--- config.mk ---
export PLATFORM = sky130hd
export DESIGN_NAME = control_cmd_fillarea_loader
export DESIGN_NICKNAME = d
export VERILOG_FILES = /design/src/rtl/control_pkg.sv /design/src/rtl/control_field_shifter.sv /design/src/rtl/control_cmd_fillarea_loader.sv
export SDC_FILE = /design/constraint.sdc
export NUM_CORES = 1
export LEC_CHECK = 0
export ABC_CLOCK_PERIOD_IN_PS = 5100
export BUFFER_PORTS_ARGS = -buffer_cell sky130_fd_sc_hd__buf_4
export CAP_MARGIN = 10
export CORE_AREA = 8 8 85 87
export DETAILED_ROUTE_END_ITERATION = 6
export DIE_AREA = 0 0 93 95
export GPL_ROUTABILITY_DRIVEN = 0
export PLACE_DENSITY = 0.81
export SKIP_CTS_REPAIR_TIMING = 1
export SYNTH_ARGS = -nofsm -noshare
export SYNTH_HDL_FRONTEND = slang
export SYNTH_HIERARCHICAL = 1
export SYNTH_SLANG_ARGS = --single-unit
--- constraint.sdc ---
create_clock -name clk -period 5.1 [get_ports clk]
set_clock_uncertainty 0.1 [all_clocks]
set_input_delay 0.255 -clock clk [delete_from_list [all_inputs] [get_ports clk]]
set_output_delay 0.255 -clock clk [all_outputs]
set_load 0.02 [all_outputs]
--- src/rtl/control_pkg.sv ---
// rtl/control_pkg.sv - shared state encoding and field-width derivations for the fill-area command path
package control_pkg;

  typedef enum logic [3:0] {
    ST_IDLE,
    ST_RX_X1,
    ST_RX_Y1,
    ST_RX_W,
    ST_RX_H,
    ST_RX_COLOR,
    ST_CHECK,
    ST_RUN,
    ST_DRAIN,
    ST_ACK,
    ST_DONE
  } loader_state_t;

  function automatic int bytes_for(input int bits);
    return (bits + 7) / 8;
  endfunction

  localparam int DEF_PIXEL_WIDTH     = 64;
  localparam int DEF_PIXEL_HEIGHT    = 32;
  localparam int DEF_BYTES_PER_PIXEL = 2;

  // Decoder, loader and subcommand all size column/row fields from these.
  localparam int NCB = $clog2(DEF_PIXEL_WIDTH);
  localparam int NRB = $clog2(DEF_PIXEL_HEIGHT);
  localparam int CB  = bytes_for(NCB);
  localparam int RB  = bytes_for(NRB);

endpackage

--- src/rtl/control_field_shifter.sv ---
// rtl/control_field_shifter.sv - big-endian byte-to-field assembler with a parallel load for post-processing
module control_field_shifter #(
  parameter int WIDTH = 8
) (
  input  logic             clk,
  input  logic             reset,
  input  logic             shift,
  input  logic [7:0]       data_in,
  input  logic             load,
  input  logic [WIDTH-1:0] load_value,
  output logic [WIDTH-1:0] value
);

  // Older bytes move toward the MSB; anything past WIDTH falls off the top.
  always_ff @(posedge clk or negedge reset) begin
    if (!reset) begin
      value <= '0;
    end else if (load) begin
      value <= load_value;
    end else if (shift) begin
      value <= WIDTH'({value, data_in});
    end
  end

endmodule

--- src/rtl/control_cmd_fillarea_loader.sv ---
// rtl/control_cmd_fillarea_loader.sv - collects fill-area payload, clips geometry and sequences the fill subcommand
module control_cmd_fillarea_loader
  import control_pkg::*;
#(
  parameter int PIXEL_WIDTH     = DEF_PIXEL_WIDTH,
  parameter int PIXEL_HEIGHT    = DEF_PIXEL_HEIGHT,
  parameter int BYTES_PER_PIXEL = DEF_BYTES_PER_PIXEL
) (
  input  logic                               clk,
  input  logic                               reset,
  input  logic                               cmd_start,
  input  logic [7:0]                         data_in,
  input  logic                               data_valid,
  output logic                               busy,
  output logic [$clog2(PIXEL_WIDTH)-1:0]     x1,
  output logic [$clog2(PIXEL_HEIGHT)-1:0]    y1,
  output logic [$clog2(PIXEL_WIDTH)-1:0]     width,
  output logic [$clog2(PIXEL_HEIGHT)-1:0]    height,
  output logic [BYTES_PER_PIXEL*8-1:0]       color,
  output logic                               sub_enable,
  output logic                               sub_ack,
  input  logic                               sub_done,
  output logic                               cmd_done
);

  localparam int COL_BITS  = $clog2(PIXEL_WIDTH);
  localparam int ROW_BITS  = $clog2(PIXEL_HEIGHT);
  localparam int COL_BYTES = bytes_for(COL_BITS);
  localparam int ROW_BYTES = bytes_for(ROW_BITS);
  localparam int CNTW      = 8;
  localparam logic [COL_BITS:0] COL_LIMIT = (COL_BITS + 1)'(PIXEL_WIDTH);
  localparam logic [ROW_BITS:0] ROW_LIMIT = (ROW_BITS + 1)'(PIXEL_HEIGHT);

  loader_state_t       state;
  loader_state_t       rx_next;
  logic [CNTW-1:0]     cnt;
  int                  field_bytes;
  logic                field_last;
  logic                in_rx;

  logic [COL_BITS:0]   col_avail, col_clip;
  logic [ROW_BITS:0]   row_avail, row_clip;
  logic                zero_size;

  always_comb begin
    field_bytes = 1;
    rx_next     = ST_CHECK;
    in_rx       = 1'b1;
    case (state)
      ST_RX_X1:    begin field_bytes = COL_BYTES;       rx_next = ST_RX_Y1;    end
      ST_RX_Y1:    begin field_bytes = ROW_BYTES;       rx_next = ST_RX_W;     end
      ST_RX_W:     begin field_bytes = COL_BYTES;       rx_next = ST_RX_H;     end
      ST_RX_H:     begin field_bytes = ROW_BYTES;       rx_next = ST_RX_COLOR; end
      ST_RX_COLOR: begin field_bytes = BYTES_PER_PIXEL; rx_next = ST_CHECK;    end
      default:     in_rx = 1'b0;
    endcase
  end

  assign field_last = (cnt == CNTW'(field_bytes - 1));

  // Clipping is done one bit wider so PIXEL_WIDTH - x1 cannot wrap.
  always_comb begin
    col_avail = ({1'b0, x1} >= COL_LIMIT) ? '0 : COL_LIMIT - {1'b0, x1};
    row_avail = ({1'b0, y1} >= ROW_LIMIT) ? '0 : ROW_LIMIT - {1'b0, y1};
    col_clip  = ({1'b0, width}  < col_avail) ? {1'b0, width}  : col_avail;
    row_clip  = ({1'b0, height} < row_avail) ? {1'b0, height} : row_avail;
    zero_size = (col_clip == '0) || (row_clip == '0);
  end

  logic sh_x1, sh_y1, sh_w, sh_h, sh_color, clip_load;

  assign sh_x1     = data_valid && (state == ST_RX_X1);
  assign sh_y1     = data_valid && (state == ST_RX_Y1);
  assign sh_w      = data_valid && (state == ST_RX_W);
  assign sh_h      = data_valid && (state == ST_RX_H);
  assign sh_color  = data_valid && (state == ST_RX_COLOR);
  assign clip_load = (state == ST_CHECK);

  control_field_shifter #(.WIDTH(COL_BITS)) u_x1 (
    .clk(clk), .reset(reset), .shift(sh_x1), .data_in(data_in),
    .load(1'b0), .load_value('0), .value(x1)
  );

  control_field_shifter #(.WIDTH(ROW_BITS)) u_y1 (
    .clk(clk), .reset(reset), .shift(sh_y1), .data_in(data_in),
    .load(1'b0), .load_value('0), .value(y1)
  );

  control_field_shifter #(.WIDTH(COL_BITS)) u_width (
    .clk(clk), .reset(reset), .shift(sh_w), .data_in(data_in),
    .load(clip_load), .load_value(col_clip[COL_BITS-1:0]), .value(width)
  );

  control_field_shifter #(.WIDTH(ROW_BITS)) u_height (
    .clk(clk), .reset(reset), .shift(sh_h), .data_in(data_in),
    .load(clip_load), .load_value(row_clip[ROW_BITS-1:0]), .value(height)
  );

  control_field_shifter #(.WIDTH(BYTES_PER_PIXEL * 8)) u_color (
    .clk(clk), .reset(reset), .shift(sh_color), .data_in(data_in),
    .load(1'b0), .load_value('0), .value(color)
  );

  always_ff @(posedge clk or negedge reset) begin
    if (!reset) begin
      state      <= ST_IDLE;
      cnt        <= '0;
      busy       <= 1'b0;
      sub_enable <= 1'b0;
      sub_ack    <= 1'b0;
      cmd_done   <= 1'b0;
    end else begin
      sub_ack  <= 1'b0;
      cmd_done <= 1'b0;
      if (in_rx) begin
        if (data_valid) begin
          if (field_last) begin
            cnt   <= '0;
            state <= rx_next;
          end else begin
            cnt <= cnt + 1'b1;
          end
        end
      end else begin
        case (state)
          ST_IDLE: begin
            if (cmd_start) begin
              state <= ST_RX_X1;
              busy  <= 1'b1;
              cnt   <= '0;
            end
          end
          ST_CHECK: begin
            if (zero_size) begin
              state    <= ST_DONE;
              cmd_done <= 1'b1;
            end else begin
              state      <= ST_RUN;
              sub_enable <= 1'b1;
            end
          end
          ST_RUN: begin
            if (sub_done) state <= ST_DRAIN;
          end
          // One extra enabled cycle lets the subcommand finish its last write.
          ST_DRAIN: begin
            state      <= ST_ACK;
            sub_enable <= 1'b0;
            sub_ack    <= 1'b1;
          end
          ST_ACK: begin
            state    <= ST_DONE;
            cmd_done <= 1'b1;
          end
          ST_DONE: begin
            state <= ST_IDLE;
            busy  <= 1'b0;
          end
          default: state <= ST_IDLE;
        endcase
      end
    end
  end

endmodule

Word-level counts from Yosys, hierarchy flattened:

Index checks and enable logic that the tools add are counted.
Widths: inputs -> output; s select.

* register bits after elaboration: 54
* bits of input ports: 13
* output and inout bits: 42
* logic and storage cells: 85

* $add $sub $neg: 4
* order comparisons: 2
* equality and inequality tests: 17
* muxes and demuxes: 30
* bitwise operators: 1
* reductions and logical operators: 20

Operators with widths (number)
* $mux 8: 5
* $mux 4: 6
* $pmux 4 s5: 1
* $mux 6: 3
* $eq 4x3->1 const B: 4
* $eq 4x4->1 const B: 3
* $pmux 3 s4: 1
* $reduce_bool 2->1: 6
* $mux 5: 2
* $reduce_and 3->1: 3
* $add 8x1->8 const B: 1
* $eq 4x2->1 const B: 2
* $eq 8x8->1: 1
* $ne 2x2->1 const B: 4
* $sub 8x2->8 const B: 1
* $logic_not 7->1: 1
* $lt 6x7->1: 1
* $mux 1: 7
* $mux 7: 1
* $sub 7x6->7 const A: 1
* $logic_not 6->1: 1
* $lt 5x6->1: 1
* $ne 3x3->1 const B: 2
* $pmux 1 s2: 3
* 9 further kinds: 13

Depth between registers and ports, before layout:

* word-level depth: 8
* depth in mapped cells: 14
* gate-level depth less buffers: 13

Hierarchy:

The synthesis kept the hierarchy.

Modules (own cells, without submodules)
* control_cmd_fillarea_loader: times used 1, cells each 214, area each 1592.8 µm²
* control_field_shifter (u_color): times used 1, cells each 69, area each 744.5 µm²
* control_field_shifter (u_width ...): times used 2, cells each 26, area each 279.0 µm²
* control_field_shifter (u_height ...): times used 2, cells each 22, area each 235.2 µm²

Least setup slack after synthesis:

No wires, ideal clock.

* path kind: reg2reg
* start point: register u_y1.value[0]
* end point: register state[3]
* setup time: 0.122 ns
* arrival time: 2.444 ns
* data required time: 4.878 ns
* setup slack: 2.435 ns
* cell stages (with the launch flop): 12
* buffers on the path: 1
* period minus slack after synthesis: 2.665 ns
* cells stage by stage: dfrtp_1 > inv_1 > ha_1 > xor2_1 > ha_1 > o211a_1 > o31ai_1 > a21o_1 > buf_2 > mux2i_1 > o2111ai_1 > a32o_1

* word-level cells in the longest chain between the ends: 8

Ends and longest elaborated chain
* start: declaration: RTL line control_field_shifter.sv:11 `output logic [WIDTH-1:0] value`
* start signal: assignment: RTL line control_field_shifter.sv:19 `value <= load_value;`
* start signal: assignment: RTL line control_field_shifter.sv:21 `value <= WIDTH'({value, data_in});`
* $sub 6x5->6 *: RTL line control_cmd_fillarea_loader.sv:64 `row_avail = ({1'b0, y1} >= ROW_LIMIT) ? '0 : ROW_LIMIT - {1'b0, y1};`
* $lt 5x6->1: RTL line control_cmd_fillarea_loader.sv:66 `row_clip = ({1'b0, height} < row_avail) ? {1'b0, height} : row_avail;`
* $mux 6 *: RTL line control_cmd_fillarea_loader.sv:66
* $logic_not 6->1 *: RTL line control_cmd_fillarea_loader.sv:67 `zero_size = (col_clip == '0) || (row_clip == '0);`
* $logic_or 1x1->1 *: RTL line control_cmd_fillarea_loader.sv:67
* $mux 4 *: RTL line control_cmd_fillarea_loader.sv:134 `if (zero_size) begin`
* $pmux 4 s5 *: RTL line control_cmd_fillarea_loader.sv:125 `case (state)`
* $mux 4 *: RTL line control_cmd_fillarea_loader.sv:115 `if (in_rx) begin`
* end signal: assignment: RTL line control_cmd_fillarea_loader.sv:119 `state <= rx_next;`
* end: declaration: RTL line control_cmd_fillarea_loader.sv:34 `loader_state_t state;`

Mark *: on every way between the ends. The rest lies on a longest branch, timed or not.
A chain may end at the register's enable or synchronous reset.

Worst setup path in the final report:

Ends and elaborated chain as after synthesis.

==> results.py <==
metrics = {
    "timing": {
        "slew_headroom_pct": 23.1,
        "grt_setup_unrepaired": "false",
        "slew_viol_final": 0,
        "worstMarginPinSlew_ps": 1140,
        "hold_viol_final": 0,
        "post-route-min-period_ps": 2860,
        "hold_ws_ps": 139,
        "tns_ps": 0,
        "post-route-period-util_pct": 56.1,
        "finalSetupViolations": 0,
        "max_freq_mhz": 349,
    },
    "critical_path": {
        "critPathArrivalTime_ps": 2970,
        "required_ps": 5210,
        "worstPathMaxFanout": 10,
        "crit_path_max_incr_delay_ps": 450,
        "path_cells": "inv_1 -> ha_1 -> inv_1 -> ha_1 -> o211a_1 -> o31ai_1 -> a21o_1 -> mux2i_1 -> o2111ai_1 -> a32o_1",
        "critical-path-top-delay-family": "compound AO/OA/AOI/OAI gates",
        "worstSetupPathType": "flop to flop",
        "crit_buf_inv": 2,
        "crit_path_end_kind": "flop",
        "cp-start-kind": "flop",
        "slowest_stage": "dfrtp_1",
    },
    "logic_synthesis": {
        "synth-warning-count": 6,
        "syn_area_per_cell_sq_um": 8.88,
        "synthCells": 379,
        "syn_area_sq_um": 3370,
        "synth_top_cell_area_share_pct": 40.1,
        "postSynth.asyncResetShare_pct": 100,
        "ys_seq_area_share_pct": 40.1,
        "synth-main-ff-cell": "dfrtp_1",
        "synth_seq_cells": 54,
        "synth_edf_count": 0,
        "yosysMostFrequentCell": "nand2_1",
        "yosys.area.top_type": "dfrtp_1",
        "yosys-top-cells-area": "dfrtp_1 40%, mux2i_1 12%, nand2_1 7.9%, o21ai_0 4.9%, o21ai_1 4.9%",
        "synth_commonest_cells": "71 x nand2_1, 54 x dfrtp_1, 41 x mux2i_1, 33 x o21ai_0, 33 x o21ai_1",
        "yosys.cell_types.count": 49,
    },
    "drt": {
        "drt_iter0_drc": 207,
        "drt_pass1_iterations": 5,
        "ant_nets": 0,
        "routed_wl_microns": 8170,
        "drc": 0,
        "routedWlPerCell_microns": 15.3,
        "dr_total_vias": 2990,
        "vias_per_cell": 5.60,
    },
    "floorplanning": {
        "start_util_pct": 57.9,
        "die_area_sq_um": 8840,
        "chipWidth_microns": 93,
        "coreArea_sq_um": 5820,
        "die_y_microns": 95,
        "io_pins": 55,
        "rows": 28,
    },
    "layout": {
        "drive_gt1_share_pct": 15.0,
        "fin_nets": 483,
        "syn2layout_area_growth_pct": 18.7,
        "final_util_pct": 68.7,
        "n_antenna_cell": 0,
        "fillers": 494,
    },
    "global_routing": {
        "grt_max_degree": 55,
        "grt_usage_pct": 18.7,
        "grt_antenna_before_repair": 0,
        "grt_pass1_wl_microns": 13500,
        "first_global_vias": 2842,
        "grt_overflow": 0,
    },
    "run_status": {
        "status": "finished clean",
    },
    "cts": {
        "cts_tree": "done",
        "clk_latency_ps": 310,
        "htreeDepth": 2,
        "numCtsBuffers": 5,
        "cts.sinks": 54,
        "clockBufferDepth": 2,
        "cts_root_buf": "clkbuf_8",
        "clk_pin_slew_worst_paths_ps": 110,
    },
    "placed_design": {
        "port-buffer-count": 54,
        "hpwl_microns": 5870,
    },
    "hold_path": {
        "hold_path_class": "primary input to flop",
    },
    "job": {
        "cap_viol_max_count": 0,
    },
    "power": {
        "p_leak_uw": 0.00178,
        "vdd_drop_max_mv": 0.306,
        "p_per_area_nw_per_um2": 511,
    },
}
-- worst min-delay path: stages --
cell and delay, ps:
buf_4 70, mux2i_1 60, o21ai_1 120
-- cell type report --
cell class,count,area [sq um],share of cell area [%]
Multi-Input combinational cell,327,1950,48.9
Sequential cell,54,1350,33.8
Timing Repair Buffer,58,435,10.9
Tap cell,75,93.8,2.35
Clock buffer,5,68.8,1.72
Clock inverter,3,47.5,1.19
Inverter,12,45.0,1.13
-- worst paths after layout --
kind | start | endpoint | slack, ps | depth (start not counted)
max reg2reg | u_y1/value[0] | state[3] | 2240 | 10
min | data_in[7] | u_color/value[7] | 140 | 3
min in group asynchronous | reset | state[1] | 410 | 2
max in group asynchronous | reset | u_color/value[13] | 4010 | 2
min reg2reg | cnt[2] | cnt[2] | 430 | 1
max | u_y1/value[0] | state[3] | 2240 | 10
-- kinds of logic (layout without fill, tap and decap cells) --
kind of cell | after synthesis | after routing | synth area share [%]
other cells | 1 | 36 | 0.111
buf+inv | 33 | 78 | 5.87
mux | 41 | 41 | 12.2
simple gates | 127 | 127 | 16.8
compound gates | 103 | 103 | 18.4
fa+ha+maj | 12 | 12 | 4.46
flops | 54 | 54 | 40.1
xor+xnor | 8 | 8 | 2.08
-- state kept, by name, indices dropped and copies added, names as in the netlist --
register and flops:
u_height/value 5, u_width/value 6, busy 1, u_x1/value 6, u_color/value 16, state 4
sub_enable 1, u_y1/value 5, cnt 8, sub_ack 1, cmd_done 1
-- per-stage QoR --
step / cells / total power [uW] / worst slack (ps) / instance area, sq um
2_1_floorplan: 414 / 1450 / 2430 / 3500
6_report: 534 / 2040 / 2240 / 4000
3_5_place_dp: 524 / 1730 / 2270 / 3860
4_1_cts: 532 / 2040 / 2250 / 3980
3_3_place_gp: 524 / 1690 / 2420 / 3860
5_1_grt: 534 / 2200 / 1970 / 4000
-- cell usage in the layout, fill, tap and decap left out, types with 2 or more instances in the layout --
cell type,netlist,final
a2111oi_0,2,2
a21o_1,3,3
a21oi_1,7,7
a31oi_1,2,2
and3_1,2,2
buf_4,1,56
clkbuf_8,0,5
conb_1,1,36
dfrtp_1,54,54
ha_1,12,12
inv_1,12,12
mux2i_1,41,41
nand2_1,71,71
nand2b_1,4,4
nand3_1,4,4
nand3b_1,2,2
nor2_1,21,21
nor2b_1,4,4
nor3_1,9,8
nor4_1,3,3
o2111ai_1,3,3
o211ai_1,3,3
o21ai_0,33,33
o21ai_1,33,33
o21bai_1,2,2
o2bb2ai_1,2,2
o31ai_1,4,4
xnor2_1,3,3
xor2_1,5,5
-- report_power, final --
| part | switching, uW | total, uW | internal, uW |
|---|---|---|---|
| logic | 595 | 1020 | 428 |
| clock network | 155 | 304 | 149 |
| registers | 179 | 716 | 537 |
-- layer usage --
metal	share of wire (%)	GRT usage (%)	wire length [microns]
met5	0	0	0
met4	1.1	5.77	88
met3	6.7	4.05	544
met2	50	33.3	4110
met1	42	22.1	3430
(Power assumes the default switching activity.)
